--- config.mk ---
export PLATFORM = sky130hd
export DESIGN_NAME = multicycle_main_fsm
export DESIGN_NICKNAME = d
export VERILOG_FILES = /design/src/rtl/riscv_ctrl_pkg.sv /design/src/rtl/mem_wait_timer.sv /design/src/rtl/multicycle_main_fsm.sv
export SDC_FILE = /design/constraint.sdc
export NUM_CORES = 1
export LEC_CHECK = 0
export ABC_AREA = 1
export BUFFER_PORTS_ARGS = -buffer_cell sky130_fd_sc_hd__buf_2
export CAP_MARGIN = 20
export CORE_MARGIN = 3
export CORE_UTILIZATION = 50
export CTS_CLUSTER_DIAMETER = 200
export DETAILED_ROUTE_END_ITERATION = 6
export GPL_TIMING_DRIVEN = 0
export PLACE_DENSITY = 0.79
export SYNTH_ARGS = -nofsm -noshare
export SYNTH_HDL_FRONTEND = slang
export SYNTH_SLANG_ARGS = --single-unit
--- constraint.sdc ---
create_clock -name clk -period 1.9 [get_ports clk]
set_input_delay 0.19 -clock clk [delete_from_list [all_inputs] [get_ports clk]]
set_output_delay 0.19 -clock clk [all_outputs]
set_load 0.05 [all_outputs]
--- src/rtl/riscv_ctrl_pkg.sv ---
`default_nettype none
// ============================================================================
// Module   : riscv_ctrl_pkg
// Brief    : State encoding, RV32I opcodes and datapath select encodings
//            shared by the multicycle control FSM.
//            Optional macro: MULTICYCLE_MAIN_FSM_MULDIV_EN adds the MULDIV state.
// Revision : 1.0 - initial release
// ============================================================================
package riscv_ctrl_pkg;

  typedef enum logic [3:0] {
    S_FETCH  = 4'd0,
    S_DECODE = 4'd1,
    S_MEMADR = 4'd2,
    S_MEMRD  = 4'd3,
    S_MEMWB  = 4'd4,
    S_MEMWR  = 4'd5,
    S_EXER   = 4'd6,
    S_EXEI   = 4'd7,
    S_ALUWB  = 4'd8,
    S_BRANCH = 4'd9,
    S_JAL    = 4'd10,
    S_JALR   = 4'd11,
    S_UPPER  = 4'd12,
`ifdef MULTICYCLE_MAIN_FSM_MULDIV_EN
    S_TRAP   = 4'd13,
    S_MULDIV = 4'd14
`else
    S_TRAP   = 4'd13
`endif
  } state_t;

  // RV32I major opcodes
  localparam logic [6:0] c_OP_LW    = 7'b0000011;
  localparam logic [6:0] c_OP_SW    = 7'b0100011;
  localparam logic [6:0] c_OP_R     = 7'b0110011;
  localparam logic [6:0] c_OP_I     = 7'b0010011;
  localparam logic [6:0] c_OP_B     = 7'b1100011;
  localparam logic [6:0] c_OP_JAL   = 7'b1101111;
  localparam logic [6:0] c_OP_JALR  = 7'b1100111;
  localparam logic [6:0] c_OP_LUI   = 7'b0110111;
  localparam logic [6:0] c_OP_AUIPC = 7'b0010111;

  // ResultSrc
  localparam logic [1:0] c_RES_ALUOUT = 2'b00;
  localparam logic [1:0] c_RES_DATA   = 2'b01;
  localparam logic [1:0] c_RES_ALU    = 2'b10;
  localparam logic [1:0] c_RES_MULDIV = 2'b11;

  // ALUSrcA
  localparam logic [1:0] c_SRCA_PC    = 2'b00;
  localparam logic [1:0] c_SRCA_OLDPC = 2'b01;
  localparam logic [1:0] c_SRCA_RS1   = 2'b10;
  localparam logic [1:0] c_SRCA_ZERO  = 2'b11;

  // ALUSrcB
  localparam logic [1:0] c_SRCB_RS2  = 2'b00;
  localparam logic [1:0] c_SRCB_IMM  = 2'b01;
  localparam logic [1:0] c_SRCB_FOUR = 2'b10;

  // ALUOp class
  localparam logic [1:0] c_ALUOP_ADD   = 2'b00;
  localparam logic [1:0] c_ALUOP_SUB   = 2'b01;
  localparam logic [1:0] c_ALUOP_FUNCT = 2'b10;

  // ImmSrc formats
  localparam logic [2:0] c_IMM_I = 3'b000;
  localparam logic [2:0] c_IMM_S = 3'b001;
  localparam logic [2:0] c_IMM_B = 3'b010;
  localparam logic [2:0] c_IMM_J = 3'b011;
  localparam logic [2:0] c_IMM_U = 3'b100;

  // Immediate format is a pure function of the opcode; unknown ops use I.
  function automatic logic [2:0] imm_src(input logic [6:0] op);
    case (op)
      c_OP_SW:              imm_src = c_IMM_S;
      c_OP_B:               imm_src = c_IMM_B;
      c_OP_JAL:             imm_src = c_IMM_J;
      c_OP_LUI, c_OP_AUIPC: imm_src = c_IMM_U;
      default:              imm_src = c_IMM_I;
    endcase
  endfunction

endpackage
`default_nettype wire

--- src/rtl/mem_wait_timer.sv ---
`default_nettype none
// ============================================================================
// Module   : mem_wait_timer
// Brief    : Counts consecutive memory wait cycles and flags the cycle in
//            which the wait budget is exhausted.
// Revision : 1.0 - initial release
// ============================================================================
module mem_wait_timer #(
  parameter int MEM_TIMEOUT = 16,
  parameter int WCNT_W      = $clog2(MEM_TIMEOUT + 1)
) (
  input  logic clk,
  input  logic rst_n,
  input  logic waiting,
  output logic expired
);

  logic [WCNT_W-1:0] r_count;

  // Last permitted wait cycle: the FSM redirects to TRAP on this one.
  assign expired = waiting && (r_count == WCNT_W'(MEM_TIMEOUT - 1));

  // Count while stalled; any exit from waiting (ready, timeout, leave state) clears.
  always_ff @(posedge clk or negedge rst_n) begin
    if (!rst_n) begin
      r_count <= '0;
    end else if (waiting && !expired) begin
      r_count <= r_count + WCNT_W'(1);
    end else begin
      r_count <= '0;
    end
  end

endmodule
`default_nettype wire

--- src/rtl/multicycle_main_fsm.sv ---
`default_nettype none
// ============================================================================
// Module   : multicycle_main_fsm
// Brief    : Main control FSM of a multicycle RV32I core with memory
//            wait-state timeout and illegal-opcode trap.
//            Optional macro: MULTICYCLE_MAIN_FSM_MULDIV_EN (M-extension handshake).
// Revision : 1.0 - initial release
// ============================================================================
module multicycle_main_fsm
  import riscv_ctrl_pkg::*;
#(
  parameter int MEM_TIMEOUT = 16,
  parameter int WCNT_W      = $clog2(MEM_TIMEOUT + 1)
) (
  input  logic       clk,
  input  logic       rst_n,
  input  logic [6:0] op,
  input  logic       mem_ready,
`ifdef MULTICYCLE_MAIN_FSM_MULDIV_EN
  input  logic       funct7_0,
  input  logic       muldiv_done,
  output logic       muldiv_start,
`endif
  output logic       mem_req,
  output logic       PCWrite,
  output logic       AdrSrc,
  output logic       MemWrite,
  output logic       IRWrite,
  output logic       RegWrite,
  output logic       Branch,
  output logic [1:0] ResultSrc,
  output logic [1:0] ALUSrcA,
  output logic [1:0] ALUSrcB,
  output logic [1:0] ALUOp,
  output logic [2:0] ImmSrc,
  output logic       illegal_instr,
  output logic       bus_fault
);

  state_t r_state;
  state_t w_next;
  logic   r_bus_cause;
  logic   r_jalr_ph;
  logic   w_waiting;
  logic   w_expired;

  logic       w_mem_req, w_pcwrite, w_adrsrc, w_memwrite, w_irwrite;
  logic       w_regwrite, w_branch, w_illegal, w_bus_fault;
  logic [1:0] w_resultsrc, w_alusrca, w_alusrcb, w_aluop;

`ifdef MULTICYCLE_MAIN_FSM_MULDIV_EN
  logic r_md_started;
  logic r_md_result;
  logic w_muldiv_start;
`endif

  assign w_waiting = ((r_state == S_FETCH) || (r_state == S_MEMRD) ||
                      (r_state == S_MEMWR)) && !mem_ready;

  mem_wait_timer #(
    .MEM_TIMEOUT (MEM_TIMEOUT),
    .WCNT_W      (WCNT_W)
  ) u_mem_wait_timer (
    .clk     (clk),
    .rst_n   (rst_n),
    .waiting (w_waiting),
    .expired (w_expired)
  );

  // State register plus the small amount of side state the Moore outputs need.
  always_ff @(posedge clk or negedge rst_n) begin
    if (!rst_n) begin
      r_state     <= S_FETCH;
      r_bus_cause <= 1'b0;
      r_jalr_ph   <= 1'b0;
    end else begin
      r_state     <= w_next;
      // TRAP is entered either from a timeout (bus) or from DECODE (illegal).
      r_bus_cause <= w_expired;
      r_jalr_ph   <= (r_state == S_JALR) && !r_jalr_ph;
    end
  end

`ifdef MULTICYCLE_MAIN_FSM_MULDIV_EN
  // Track first MULDIV cycle (start pulse) and route the unit's result in ALUWB.
  always_ff @(posedge clk or negedge rst_n) begin
    if (!rst_n) begin
      r_md_started <= 1'b0;
      r_md_result  <= 1'b0;
    end else begin
      r_md_started <= (r_state == S_MULDIV) && (w_next == S_MULDIV);
      r_md_result  <= (r_state == S_MULDIV);
    end
  end
`endif

  // Next-state and datapath controls; everything defaults to idle.
  always_comb begin
    w_next      = r_state;
    w_mem_req   = 1'b0;
    w_pcwrite   = 1'b0;
    w_adrsrc    = 1'b0;
    w_memwrite  = 1'b0;
    w_irwrite   = 1'b0;
    w_regwrite  = 1'b0;
    w_branch    = 1'b0;
    w_illegal   = 1'b0;
    w_bus_fault = 1'b0;
    w_resultsrc = c_RES_ALUOUT;
    w_alusrca   = c_SRCA_PC;
    w_alusrcb   = c_SRCB_RS2;
    w_aluop     = c_ALUOP_ADD;
`ifdef MULTICYCLE_MAIN_FSM_MULDIV_EN
    w_muldiv_start = 1'b0;
`endif
    case (r_state)
      S_FETCH: begin
        w_mem_req = 1'b1;
        w_alusrcb = c_SRCB_FOUR;
        if (mem_ready) begin
          w_irwrite   = 1'b1;
          w_pcwrite   = 1'b1;
          w_resultsrc = c_RES_ALU;
          w_next      = S_DECODE;
        end
      end
      S_DECODE: begin
        w_alusrca = c_SRCA_OLDPC;
        w_alusrcb = c_SRCB_IMM;
        case (op)
          c_OP_LW, c_OP_SW:     w_next = S_MEMADR;
`ifdef MULTICYCLE_MAIN_FSM_MULDIV_EN
          c_OP_R:               w_next = funct7_0 ? S_MULDIV : S_EXER;
`else
          c_OP_R:               w_next = S_EXER;
`endif
          c_OP_I:               w_next = S_EXEI;
          c_OP_B:               w_next = S_BRANCH;
          c_OP_JAL:             w_next = S_JAL;
          c_OP_JALR:            w_next = S_JALR;
          c_OP_LUI, c_OP_AUIPC: w_next = S_UPPER;
          default:              w_next = S_TRAP;
        endcase
      end
      S_MEMADR: begin
        w_alusrca = c_SRCA_RS1;
        w_alusrcb = c_SRCB_IMM;
        w_next    = (op == c_OP_SW) ? S_MEMWR : S_MEMRD;
      end
      S_MEMRD: begin
        w_mem_req = 1'b1;
        w_adrsrc  = 1'b1;
        if (mem_ready) w_next = S_MEMWB;
      end
      S_MEMWR: begin
        w_mem_req  = 1'b1;
        w_adrsrc   = 1'b1;
        w_memwrite = 1'b1;
        if (mem_ready) w_next = S_FETCH;
      end
      S_MEMWB: begin
        w_regwrite  = 1'b1;
        w_resultsrc = c_RES_DATA;
        w_next      = S_FETCH;
      end
      S_EXER, S_EXEI: begin
        w_alusrca = c_SRCA_RS1;
        w_alusrcb = (r_state == S_EXEI) ? c_SRCB_IMM : c_SRCB_RS2;
        w_aluop   = c_ALUOP_FUNCT;
        w_next    = S_ALUWB;
      end
      S_ALUWB: begin
        w_regwrite = 1'b1;
`ifdef MULTICYCLE_MAIN_FSM_MULDIV_EN
        w_resultsrc = r_md_result ? c_RES_MULDIV : c_RES_ALUOUT;
`endif
        w_next = S_FETCH;
      end
      S_BRANCH: begin
        w_alusrca = c_SRCA_RS1;
        w_alusrcb = c_SRCB_RS2;
        w_aluop   = c_ALUOP_SUB;
        w_branch  = 1'b1;
        w_next    = S_FETCH;
      end
      S_JAL: begin
        // PC <- branch target latched in DECODE; ALU forms the link PC+4.
        w_alusrca = c_SRCA_OLDPC;
        w_alusrcb = c_SRCB_FOUR;
        w_pcwrite = 1'b1;
        w_next    = S_ALUWB;
      end
      S_JALR: begin
        if (!r_jalr_ph) begin
          // Phase 0: compute rs1 + imm into ALUOut as the jump target.
          w_alusrca = c_SRCA_RS1;
          w_alusrcb = c_SRCB_IMM;
        end else begin
          w_alusrca = c_SRCA_OLDPC;
          w_alusrcb = c_SRCB_FOUR;
          w_pcwrite = 1'b1;
          w_next    = S_ALUWB;
        end
      end
      S_UPPER: begin
        w_alusrca = (op == c_OP_LUI) ? c_SRCA_ZERO : c_SRCA_OLDPC;
        w_alusrcb = c_SRCB_IMM;
        w_next    = S_ALUWB;
      end
      S_TRAP: begin
        w_illegal   = !r_bus_cause;
        w_bus_fault = r_bus_cause;
        w_next      = S_FETCH;
      end
`ifdef MULTICYCLE_MAIN_FSM_MULDIV_EN
      S_MULDIV: begin
        w_muldiv_start = !r_md_started;
        if (muldiv_done) w_next = S_ALUWB;
      end
`endif
      default: w_next = S_FETCH;
    endcase
    // A stalled memory state whose budget ran out is redirected to TRAP.
    if (w_expired) w_next = S_TRAP;
  end

  // Every output is forced low while reset is asserted.
  assign mem_req       = rst_n & w_mem_req;
  assign PCWrite       = rst_n & w_pcwrite;
  assign AdrSrc        = rst_n & w_adrsrc;
  assign MemWrite      = rst_n & w_memwrite;
  assign IRWrite       = rst_n & w_irwrite;
  assign RegWrite      = rst_n & w_regwrite;
  assign Branch        = rst_n & w_branch;
  assign ResultSrc     = {2{rst_n}} & w_resultsrc;
  assign ALUSrcA       = {2{rst_n}} & w_alusrca;
  assign ALUSrcB       = {2{rst_n}} & w_alusrcb;
  assign ALUOp         = {2{rst_n}} & w_aluop;
  assign ImmSrc        = {3{rst_n}} & imm_src(op);
  assign illegal_instr = rst_n & w_illegal;
  assign bus_fault     = rst_n & w_bus_fault;
`ifdef MULTICYCLE_MAIN_FSM_MULDIV_EN
  assign muldiv_start  = rst_n & w_muldiv_start;
`endif

endmodule
`default_nettype wire

Yosys cells after proc, flatten, opt, wreduce, memory -nomap -nowiden. Cells that the tools add are included.

Input port bits: 10. Bits in registers: 11. Logic and storage cells: 99.

Bitwise operators: 14. Add/subtract/negate cells: 1. Reductions and logical operators: 23. Eq/ne operators: 27. Muxes and demuxes: 30.

Operators with widths (count): $pmux 4 s7 (2); $eq 4x4->1 const B (6); $eq 7x6->1 const B (3); $eq 7x7->1 const B (3); $mux 4 (5); $eq 4x3->1 const B (4); $pmux 2 s4 (2); $eq 7x5->1 const B (2); $reduce_or 2->1 (7); $ne 3x2->1 const B (4); $pmux 3 s4 (1); $mux 1 (11); $and 1x1->1 (9); $and 2x2->2 (4); $eq 4x2->1 const B (2); $mux 2 (4); $pmux 2 s2 (2); $reduce_or 4->1 (2); $eq 7x2->1 const B (1); $reduce_or 3->1 (2); $add 5x1->5 const B (1); $eq 5x4->1 const B (1); $mux 5 (1); $eq 4x1->1 const B (1); 8 further kinds (15).

Logic depth before layout (Yosys ltp). Gate-level depths: netlist of run 1.

Depth after elaboration: 8. Depth in mapped cells: 11. Mapped depth without buffers: 11.

Cells and area by module. From an unflattened synthesis of run 1, not the netlist that was laid out.

Cells, all modules: 156. Area total of the unflattened synthesis: 998.5 um^2.

By module, submodules not included: multicycle_main_fsm (area an instance 765.7 um^2, cells an instance 128, times used 1); mem_wait_timer (area an instance 232.7 um^2, cells an instance 28, times used 1).

Worst setup path before layout of run 1. OpenSTA, ideal clock, no wires.

Path type: register to output. Start: reg r_state[1]. End: out bus_fault. Arrival: 1867 ps. Cell stages (with the launch flop): 6. Setup slack: -157 ps. Cell sequence: dfrtp_1 inv_2 nand2_1 inv_1 nand2_1 nor3b_1.

Cells in the longest elaborated chain, start to end: 3.

RTL lines: start, declared (line multicycle_main_fsm.sv:40) `state_t r_state;`; start signal, assigned (line multicycle_main_fsm.sv:77) `r_state <= w_next;`; $eq 4x4->1 (line multicycle_main_fsm.sv:116) `case (r_state)`; $mux 1 (line multicycle_main_fsm.sv:116); $and 1x1->1 (line multicycle_main_fsm.sv:241) `assign bus_fault = rst_n & w_bus_fault;`; end, declared (line multicycle_main_fsm.sv:37) `output logic bus_fault`.

No other way between the ends.

Worst setup path in the final report of run 1.
Start: reg r_state[1]. End: out ALUOp[0].

Cells in the longest elaborated chain, start to end: 4. Elaborated cells between the ends (all ways): 6. Those cells by class: eq/ne (3); mux (1); bitwise (1); reduce/logical (1).

RTL lines: $eq 4x3->1 (line multicycle_main_fsm.sv:116); $reduce_or 2->1 (line multicycle_main_fsm.sv:116); $pmux 2 s2 (*) (line multicycle_main_fsm.sv:116); $and 2x2->2 (*) (line multicycle_main_fsm.sv:238) `assign ALUOp = {2{rst_n}} & w_aluop;`; end, declared (line multicycle_main_fsm.sv:34) `output logic [1:0] ALUOp,`.

Mark *: on every way between the ends. The rest lies on a longest branch, timed or not.

==> flow_summary.yaml, run 1 <==
clock_tree:
  path_clk_slew_ns: 0.07
  insertion_delay_ns: 0.27
  cts_htree_levels: 1
  cts_root_buf: "clkbuf_4"
  clk_path_buf_depth: 2
  clkSinkCount: 11
  cts_tree: "built"
  numCtsBuffers: 3
global_route:
  overflow: 0
  track_usage: 0.201
  grt_pass1_wl_mm: 3.77
  antenna_found_initial: 0
  grt_pass1_vias: 905
  grt_max_degree: 12
run:
  cap_violations: 0
layout:
  n_fill_cell: 151
  fin_area_um2: 1220
  num_antenna_cells: 0
  drive_above_1_share: 0.362
  fin_cells: 202
  utilization: 0.700
  area_growth_pct: 30.5
  num-nets-final: 190
critical_path:
  critPathArrivalTime_ns: 1.62
  required_ns: 1.71
  path_cells: "inv_2, nand2_1, inv_1, nand2_1, nor2_2, buf_4, buf_2"
  crit_top_cell: "nand2_1"
  r2r_cells: 9
  cp.depth: 7
  worstSetupStartpointType: "flip-flop"
  slowest_delay_ns: 0.46
  crit_type: "flip-flop to output port"
  path_buf_inv: 4
  rrSetupSlack_ns: 0.34
  r2r-end: "r_state[0]$_DFFE_PN0P_"
  r2r_start: "r_state[1]$_DFFE_PN0P_"
  crit_fanout: 7
  end_kind: "output port"
  critPathSlowestCell: "dfrtp_2"
  cp_top_family: "buffers and inverters"
timing:
  clock_skew_ns: 0.00225
  hold_ws_ns: 0.232
  fmax_mhz: 552
  setup_slack_ns: 0.0890
  finalCritPeriodShare: 0.953
  setup_tns_ns: 0
  relSlewSlack: 0.676
  period_needed_ns: 1.81
  hold_viol: 0
  setup_viol: 0
  worstMarginPinSlew_ns: 0.484
  slew_violations: 0
synth:
  syn-num-nets: 154
  synth_top_area_cell: "dfrtp_1"
  yosysSeqAreaShare: 0.294
  netlist_instances: 142
  synth_area_um2: 936
  synth_compound_area_frac: 0.123
  yosysTopAreaCellShare: 0.294
  synth_top_family_by_area: "simple AND/OR/NAND/NOR gates"
  yosysWarnings: 0
  synth-adder-area-share: 0.0267
  synth_cell_type_count: 27
  syn_area_per_cell_um2: 6.59
  synth_area_leaders: "dfrtp_1 (29%), nand2_1 (12%), nor2_1 (11%)"
  synth-xor-area-share: 0.00936
  yosys.area_share.simple: 0.426
  synth.area.mux_share: 0
  ys_ff_latch: 11
min_path:
  holdPathStages: 4
  min_path_type: "primary input to flip-flop"
  min_to: "r_bus_cause$_DFF_PN0_"
  hp-start: "mem_ready"
detailed_routing:
  vias: 1017
  wirelength_mm: 2.31
  drt_iter0_markers: 37
  drtAntennaViolNets: 0
  avgViaCountPerCell: 5.03
  routedWlPerCell_um: 11.4
  drcViolationCount: 0
  dr.pass1.iters: 4
place:
  place_inst: 196
  gp_routability_congestion: 0.899
  port_buffers: 29
  place_hpwl_mm: 1.84
  dp_slack_ns: 0.0496
  place_area_um2: 1150
floorplan:
  start_util: 0.536
  fp.dieH_um: 49.3
  die_w_um: 49.3
  die-area_um2: 2430
  core_area_um2: 1750
  rows: 15
  pin_count: 30
pwr:
  power_density_nw_per_um2: 1240
  vdd_drop_max_mv: 0.562
  power.leakage_nw: 0.641
  design_power_total_mw: 1.51
outcome:
  status: "finished clean"
worst min-delay path: stages:
cell and delay [ns]:
buf_2 0.11, nor2_4 0.06, inv_1 0.07, nor2_1 0.04
synth_stat cells:
cell type and count:
nand2_1 29, nor2_1 27, inv_1 20, dfrtp_1 11
a21oi_1 8, nand2_2 5, nand3_1 5, nor3_1 5
inv_2 3, nor2_2 3, nor2_4 3, buf_4 2
clkinv_1 2, ha_1 2, nand2_4 2, nand4_1 2
o211ai_1 2, o22ai_1 2, a21boi_4 1, a31oi_1 1
a32oi_1 1, a41oi_1 1, clkbuf_1 1, nor3b_1 1
nor3b_2 1, o21ai_0 1, xor2_1 1
power by group:
group	total, mW	leakage (nW)	switching [mW]	internal [mW]
logic	1.01	0.481	0.704	0.303
clock network	0.159	0.0150	0.0778	0.0813
registers	0.348	0.145	0.0654	0.283
metal layers:
metal	wire, µm	vias to the layer above	track usage	share of wire
met1	943	452	0.222	0.41
met4	18	0	0.0521	0.0078
met3	222	5	0.0765	0.096
li1	-	518	-	-
met5	0	-	0	0
met2	1120	42	0.355	0.49
cells in the final DEF (no fill, tap or decap):
cell / n
nor3_1: 2
nor3b_2: 2
nand2_2: 5
inv_2: 3
nand2_4: 2
o211ai_1: 2
a32oi_1: 1
nand3_1: 5
clkbuf_1: 2
a21boi_4: 1
o22ai_1: 2
ha_1: 2
inv_1: 20
dfrtp_1: 9
xor2_1: 1
nor3_2: 3
clkinv_1: 2
dlygate4sd3_1: 1
nor2_2: 4
buf_2: 26
o21ai_0: 1
a21oi_1: 8
nor2_4: 5
nor2_1: 24
buf_4: 4
clkbuf_4: 4
a41oi_2: 1
dfrtp_2: 2
nand2_1: 29
buf_6: 1
nand4_1: 2
a31oi_2: 1
area by class of cell:
class,instances,area (µm²),share of cell area
Multi-Input combinational cell,103,599,0.491
Sequential cell,11,278,0.227
Timing Repair Buffer,31,174,0.142
Inverter,25,93.8,0.0768
Tap cell,25,31.3,0.0256
Clock buffer,4,26.3,0.0215
Buffer,3,18.8,0.0154
logic make-up after synthesis:
family / Yosys count
AOI/OAI and AO/OA: 17
buffers and inverters: 28
and+or+nand+nor: 83
adders and majority gates: 2
DFF: 11
xor gates and xnor gates: 1
repair_timing:
action | 4_1_cts | 5_1_grt
setup buffers | 0 | 1
cloned | 0 | 0
gates resized for setup | 4 | 6
endpoints found under the setup margin | 3 | 5
hold buffers | 1 | 0
pin swaps | 0 | 1
endpoints found under the hold margin | 11 | 0
how the worst max path moves through the flow:
stage            endpoint  slack [ns]                    from
5_1_grt         bus_fault      -0.009  r_state[1]$_DFFE_PN0P_
6_report         ALUOp[0]        0.09  r_state[1]$_DFFE_PN0P_
4_1_cts        ALUSrcA[0]       0.002  r_state[1]$_DFFE_PN0P_
3_3_place_gp     ALUOp[0]        0.12                   rst_n
3_5_place_dp     ALUOp[0]        0.05                   rst_n
2_1_floorplan  ALUSrcA[0]       0.006  r_state[2]$_DFFE_PN0P_
state kept, by name, indices dropped and copies added (netlist names):
| signal | cells |
|---|---|
| u_mem_wait_timer.r_count | 5 |
| r_state | 4 |
| r_bus_cause | 1 |
| r_jalr_ph | 1 |
Note: power is estimated with default switching activity, not from simulation.
==> inputs of run 2 (changes only) <==
--- a/config.mk
+++ b/config.mk
@@ -14,6 +14,8 @@
 export DETAILED_ROUTE_END_ITERATION = 6
 export GPL_TIMING_DRIVEN = 0
 export PLACE_DENSITY = 0.79
+export RECOVER_POWER = 50
+export REMOVE_ABC_BUFFERS = 1
 export SYNTH_ARGS = -nofsm -noshare
 export SYNTH_HDL_FRONTEND = slang
 export SYNTH_SLANG_ARGS = --single-unit
==> run 2 against run 1 <==
Effect of this change:
- clock power is 3% lower
- register-to-register slack about the same
- wire length shrank 6.2%
- sequential power is 1% higher
- sequential cell count is the same
- hold slack improved by 0.0091 ns
- first-iteration DRC count decreased by 59%
- clock skew hardly changed
- utilization is 2.7 points lower
- critical endpoint is now bus_fault
- largest power group unchanged
- highest routed layer unchanged
==> flow_summary.yaml, run 2 (synthesis results as in run 1) <==
layout:
  regArea_um2: 278
  fin_area_um2: 1170
  num_antenna_cells: 0
  final_common_cell: "nand2_1"
  mostFrequentLayoutCells: "nand2_1 (29), nor2_1 (25), buf_2 (23)"
  drive_above_1_share: 0.314
  num-nets-final: 188
  top_register: "u_mem_wait_timer.r_count"
  area_growth_pct: 25.5
  fin_cells: 200
  reg.largest.list: "u_mem_wait_timer.r_count (5), r_state (4)"
  n_fill_cell: 170
  utilization: 0.673
  multi_input_area_um2: 568
  largest_register_ffs: 5
pwr:
  power.leakage_nw: 0.620
  vdd_drop_max_mv: 0.781
  design_power_total_mw: 1.48
  power_density_nw_per_um2: 1260
timing:
  period_needed_ns: 1.79
  setup_viol: 0
  clock_skew_ns: 0.00240
  finalCritPeriodShare: 0.942
  hold_viol: 0
  slew_violations: 0
  fmax_mhz: 559
  relSlewSlack: 0.610
  worstMarginPinSlew_ns: 0.588
  setup_slack_ns: 0.110
run:
  cap_violations: 0
min_path:
  min_path_type: "primary input to flip-flop"
floorplan:
  die_w_um: 49.3
  rows: 15
  pin_count: 30
  core_area_um2: 1750
  fp.dieH_um: 49.3
  die-area_um2: 2430
  start_util: 0.536
detailed_routing:
  dr.pass1.iters: 4
  routedWlPerCell_um: 10.8
  drcViolationCount: 0
  drtAntennaViolNets: 0
  avgViaCountPerCell: 4.94
  vias: 987
  wirelength_mm: 2.16
  drt_iter0_markers: 15
global_route:
  grt_pass1_vias: 943
  overflow: 0
  grt_pass1_wl_mm: 4.00
  antenna_found_initial: 0
  track_usage: 0.205
  grt_max_degree: 18
outcome:
  status: "finished clean"
critical_path:
  crit_type: "flip-flop to output port"
  crit_fanout: 7
  worstSetupStartpointType: "flip-flop"
  required_ns: 1.71
  end_kind: "output port"
  critPathArrivalTime_ns: 1.60
clock_tree:
  insertion_delay_ns: 0.26
  numCtsBuffers: 3
  cts_tree: "built"
  cts_htree_levels: 1
  path_clk_slew_ns: 0.07
  clk_path_buf_depth: 2
  cts_root_buf: "clkbuf_4"
  clkSinkCount: 11
place:
  port_buffers: 29
  place_area_um2: 1090
  dp_slack_ns: 0.227
  place_inst: 193
  gp_routability_congestion: 0.823
  place_hpwl_mm: 1.77
run 2: stage by stage:
stage          hold WS (ns)  setup TNS [ns]
2_1_floorplan        -0.106           -1.35
3_3_place_gp         0.0779               0
3_5_place_dp         0.0808               0
4_1_cts               0.243               0
5_1_grt               0.256         -0.0258
6_report              0.241               0
run 2: power by group:
| part | switching (mW) | leakage, nW | internal, mW |
|---|---|---|---|
| Sequential | 0.0692 | 0.145 | 0.283 |
| Clock | 0.0740 | 0.0150 | 0.0812 |
| Combinational | 0.679 | 0.459 | 0.291 |
run 2: metal layers:
layer  vias up  share of wire  GRT usage
met5         -              0          0
met4         0          0.013     0.0569
met3         4          0.044     0.0306
met2        28           0.54      0.379
met1       442           0.41      0.241
li1        513              -          -
run 2: worst paths after layout:
path / from / end / slack (ns) / cells after the start
max: r_state[1]$_DFFE_PN0P_ / bus_fault / 0.11 / 6
min: mem_ready / r_bus_cause$_DFF_PN0_ / 0.24 / 4
max reg2reg: r_state[1]$_DFFE_PN0P_ / r_state[0]$_DFFE_PN0P_ / 0.34 / 9
min reg2reg: u_mem_wait_timer.r_count[0]$_DFF_PN0_ / u_mem_wait_timer.r_count[0]$_DFF_PN0_ / 0.48 / 1
max in group asynchronous: rst_n / r_state[2]$_DFFE_PN0P_ / 1.06 / 2
min in group asynchronous: rst_n / r_state[0]$_DFFE_PN0P_ / 0.49 / 2
run 2: cell type report:
cell class / instances / share of cell area
Timing Repair Buffer: 32 / 0.151
Inverter: 25 / 0.0799
Clock buffer: 4 / 0.0224
Tap cell: 25 / 0.0266
Sequential cell: 11 / 0.236
Multi-Input combinational cell: 103 / 0.483
run 2: critical path: stages, from the launching register on:
cell and delay (ns):
dfrtp_2 0.47, inv_2 0.09, nand2_1 0.13, inv_1 0.11
nand2_1 0.08, nor3b_1 0.16, buf_2 0.29
run 2: what timing repair did:
action / 4_1_cts / 5_1_grt
gates resized for setup: 5 / 8
endpoints found under the hold margin: 11 / 0
buffers inserted: 0 / 2
setup endpoints to repair: 3 / 6
pin swaps: 0 / 2
hold buffers: 1 / 0
==> inputs of run 3 (changes only) <==
--- a/config.mk
+++ b/config.mk
@@ -6,14 +6,14 @@
 export NUM_CORES = 1
 export LEC_CHECK = 0
 export ABC_AREA = 1
-export BUFFER_PORTS_ARGS = -buffer_cell sky130_fd_sc_hd__buf_2
 export CAP_MARGIN = 20
 export CORE_MARGIN = 3
-export CORE_UTILIZATION = 50
+export CORE_UTILIZATION = 61
 export CTS_CLUSTER_DIAMETER = 200
 export DETAILED_ROUTE_END_ITERATION = 6
+export DONT_BUFFER_PORTS = 1
 export GPL_TIMING_DRIVEN = 0
-export PLACE_DENSITY = 0.79
+export PLACE_DENSITY = 0.77
 export RECOVER_POWER = 50
 export REMOVE_ABC_BUFFERS = 1
 export SYNTH_ARGS = -nofsm -noshare
==> run 3 against run 2 <==
Effect of this change:
- the run now ends with setup timing left
- hold slack worse by 0.15 ns
- final cell count shrank 16%
- critical path depth stayed put
- sequential power is 4% higher
- first-iteration DRC count increased to 2.7 times the previous value
- maximum frequency down 7.3%
- combinational power up 12%
- utilization rose by 21 points
- clock power about the same
- critical endpoint is now ALUSrcA[1]
- largest cell class unchanged
- largest power group unchanged
==> flow_summary.yaml, run 3 (synthesis results as in run 1) <==
floorplan:
  core_area_um2: 1370
  fp.dieH_um: 45.2
  die-area_um2: 2040
  pin_count: 30
  rows: 13
  die_w_um: 45.2
  start_util: 0.685
layout:
  fin_cells: 168
  area_growth_pct: 28.2
  utilization: 0.878
  n_fill_cell: 64
  fin_area_um2: 1200
  reg.largest.list: "u_mem_wait_timer.r_count (5), r_state (4)"
  final_common_cell: "nand2_1"
  num-nets-final: 166
  drive_above_1_share: 0.346
  largest_register_ffs: 5
  top_register: "u_mem_wait_timer.r_count"
  num_antenna_cells: 0
  mostFrequentLayoutCells: "nand2_1 (27), inv_1 (20), nor2_1 (19)"
timing:
  worstMarginPinSlew_ns: 0.633
  finalCritPeriodShare: 1.02
  relSlewSlack: 0.578
  setup_viol: 2
  setup_slack_ns: -0.0316
  clock_skew_ns: 0.00436
  slew_violations: 0
  rsz0062_at_grt: "yes"
  period_needed_ns: 1.93
  setup_tns_ns: -0.0416
  fmax_mhz: 518
  hold_viol: 0
global_route:
  grt_pass1_wl_mm: 3.69
  grt_max_degree: 18
  antenna_found_initial: 0
  grt_pass1_vias: 898
  track_usage: 0.247
  overflow: 0
critical_path:
  crit_top_cell: "nand2_1"
  slowest_delay_ns: 0.46
  end_kind: "output port"
  path_buf_inv: 1
  crit_type: "flip-flop to output port"
  path_cells: "nand2_1, clkinv_1, nand2_1, nor2_4, nor2_1, a41oi_4"
  required_ns: 1.71
  critPathArrivalTime_ns: 1.74
  critPathSlowestCell: "dfrtp_1"
  cp_top_family: "flip-flops"
  crit_fanout: 6
  worstSetupStartpointType: "flip-flop"
pwr:
  vdd_drop_max_mv: 0.768
  design_power_total_mw: 1.61
  power_density_nw_per_um2: 1340
  power.leakage_nw: 0.535
place:
  place_hpwl_mm: 1.52
  place_inst: 157
  place_area_um2: 968
  gp_routability_congestion: 0.858
  port_buffers: 0
clock_tree:
  numCtsBuffers: 3
  cts_root_buf: "clkbuf_4"
  clk_path_buf_depth: 2
  cts_htree_levels: 1
  clkSinkCount: 11
  insertion_delay_ns: 0.27
  cts_tree: "built"
  path_clk_slew_ns: 0.07
outcome:
  status: "finished, violations left"
  violations: "setup timing"
detailed_routing:
  routedWlPerCell_um: 15.9
  drcViolationCount: 0
  dr.pass1.iters: 4
  drtAntennaViolNets: 0
  avgViaCountPerCell: 6.07
  drt_iter0_markers: 40
  vias: 1019
  wirelength_mm: 2.68
run:
  cap_violations: 0
min_path:
  min_path_type: "primary input to flip-flop"
## run 3: path summary, 6_finish.rpt
| path | depth (start not counted) | to | slack [ns] | start |
|---|---|---|---|---|
| setup reg to reg | 8 | r_state[0]$_DFFE_PN0P_ | 0.18 | r_state[1]$_DFFE_PN0P_ |
| hold / removal | 3 | r_bus_cause$_DFF_PN0_ | 0.09 | mem_ready |
| min in group asynchronous | 1 | r_bus_cause$_DFF_PN0_ | 0.32 | rst_n |
| hold reg to reg | 1 | u_mem_wait_timer.r_count[0]$_DFF_PN0_ | 0.47 | u_mem_wait_timer.r_count[0]$_DFF_PN0_ |
| max in group asynchronous | 1 | r_state[1]$_DFFE_PN0P_ | 1.22 | rst_n |
| setup / recovery | 6 | ALUSrcA[1] | -0.03 | r_state[0]$_DFFE_PN0P_ |
## run 3: area by class of cell
cell class | count | area (µm²) | share of cell area
Multi-Input combinational cell | 103 | 701 | 0.584
Sequential cell | 11 | 279 | 0.233
Inverter | 25 | 97.6 | 0.0813
Timing Repair Buffer | 10 | 77.6 | 0.0647
Clock buffer | 4 | 26.3 | 0.0219
Tap cell | 15 | 18.8 | 0.0156
## run 3: metrics by stage
| stage | hold WS [ns] | worst slack, ns |
|---|---|---|
| floorplan | -0.106 | -0.260 |
| global placement | -0.105 | -0.365 |
| detailed placement | -0.105 | -0.255 |
| CTS | 0.0753 | -0.305 |
| global route | 0.0824 | -0.116 |
| finish | 0.0904 | -0.0316 |
## run 3: timing repair
| item | 4_1_cts | 5_1_grt |
|---|---|---|
| endpoints found under the hold margin | 11 | 0 |
| resized for setup | 19 | 14 |
| setup endpoints to repair | 13 | 12 |
| setup buffers | 0 | 6 |
| hold buffers | 1 | 0 |
| pin swaps | 1 | 6 |
## run 3: routing by layer
metal / global-route usage / vias to the layer above / part of all wire
met4: 0.111 / 0 / 0.023
li1: - / 468 / -
met5: 0 / - / 0
met2: 0.415 / 74 / 0.50
met3: 0.0757 / 10 / 0.10
met1: 0.284 / 467 / 0.37
## run 3: power by group
part           total (mW)  switching, mW  internal, mW
registers           0.366         0.0814         0.285
clock network       0.158         0.0768        0.0813
logic                1.09          0.780         0.309
total                1.61          0.939         0.675
## run 3: tightest hold or removal path, stage by stage
cell and delay [ns]:
nor2_4 0.04, inv_1 0.06, nor2_1 0.04
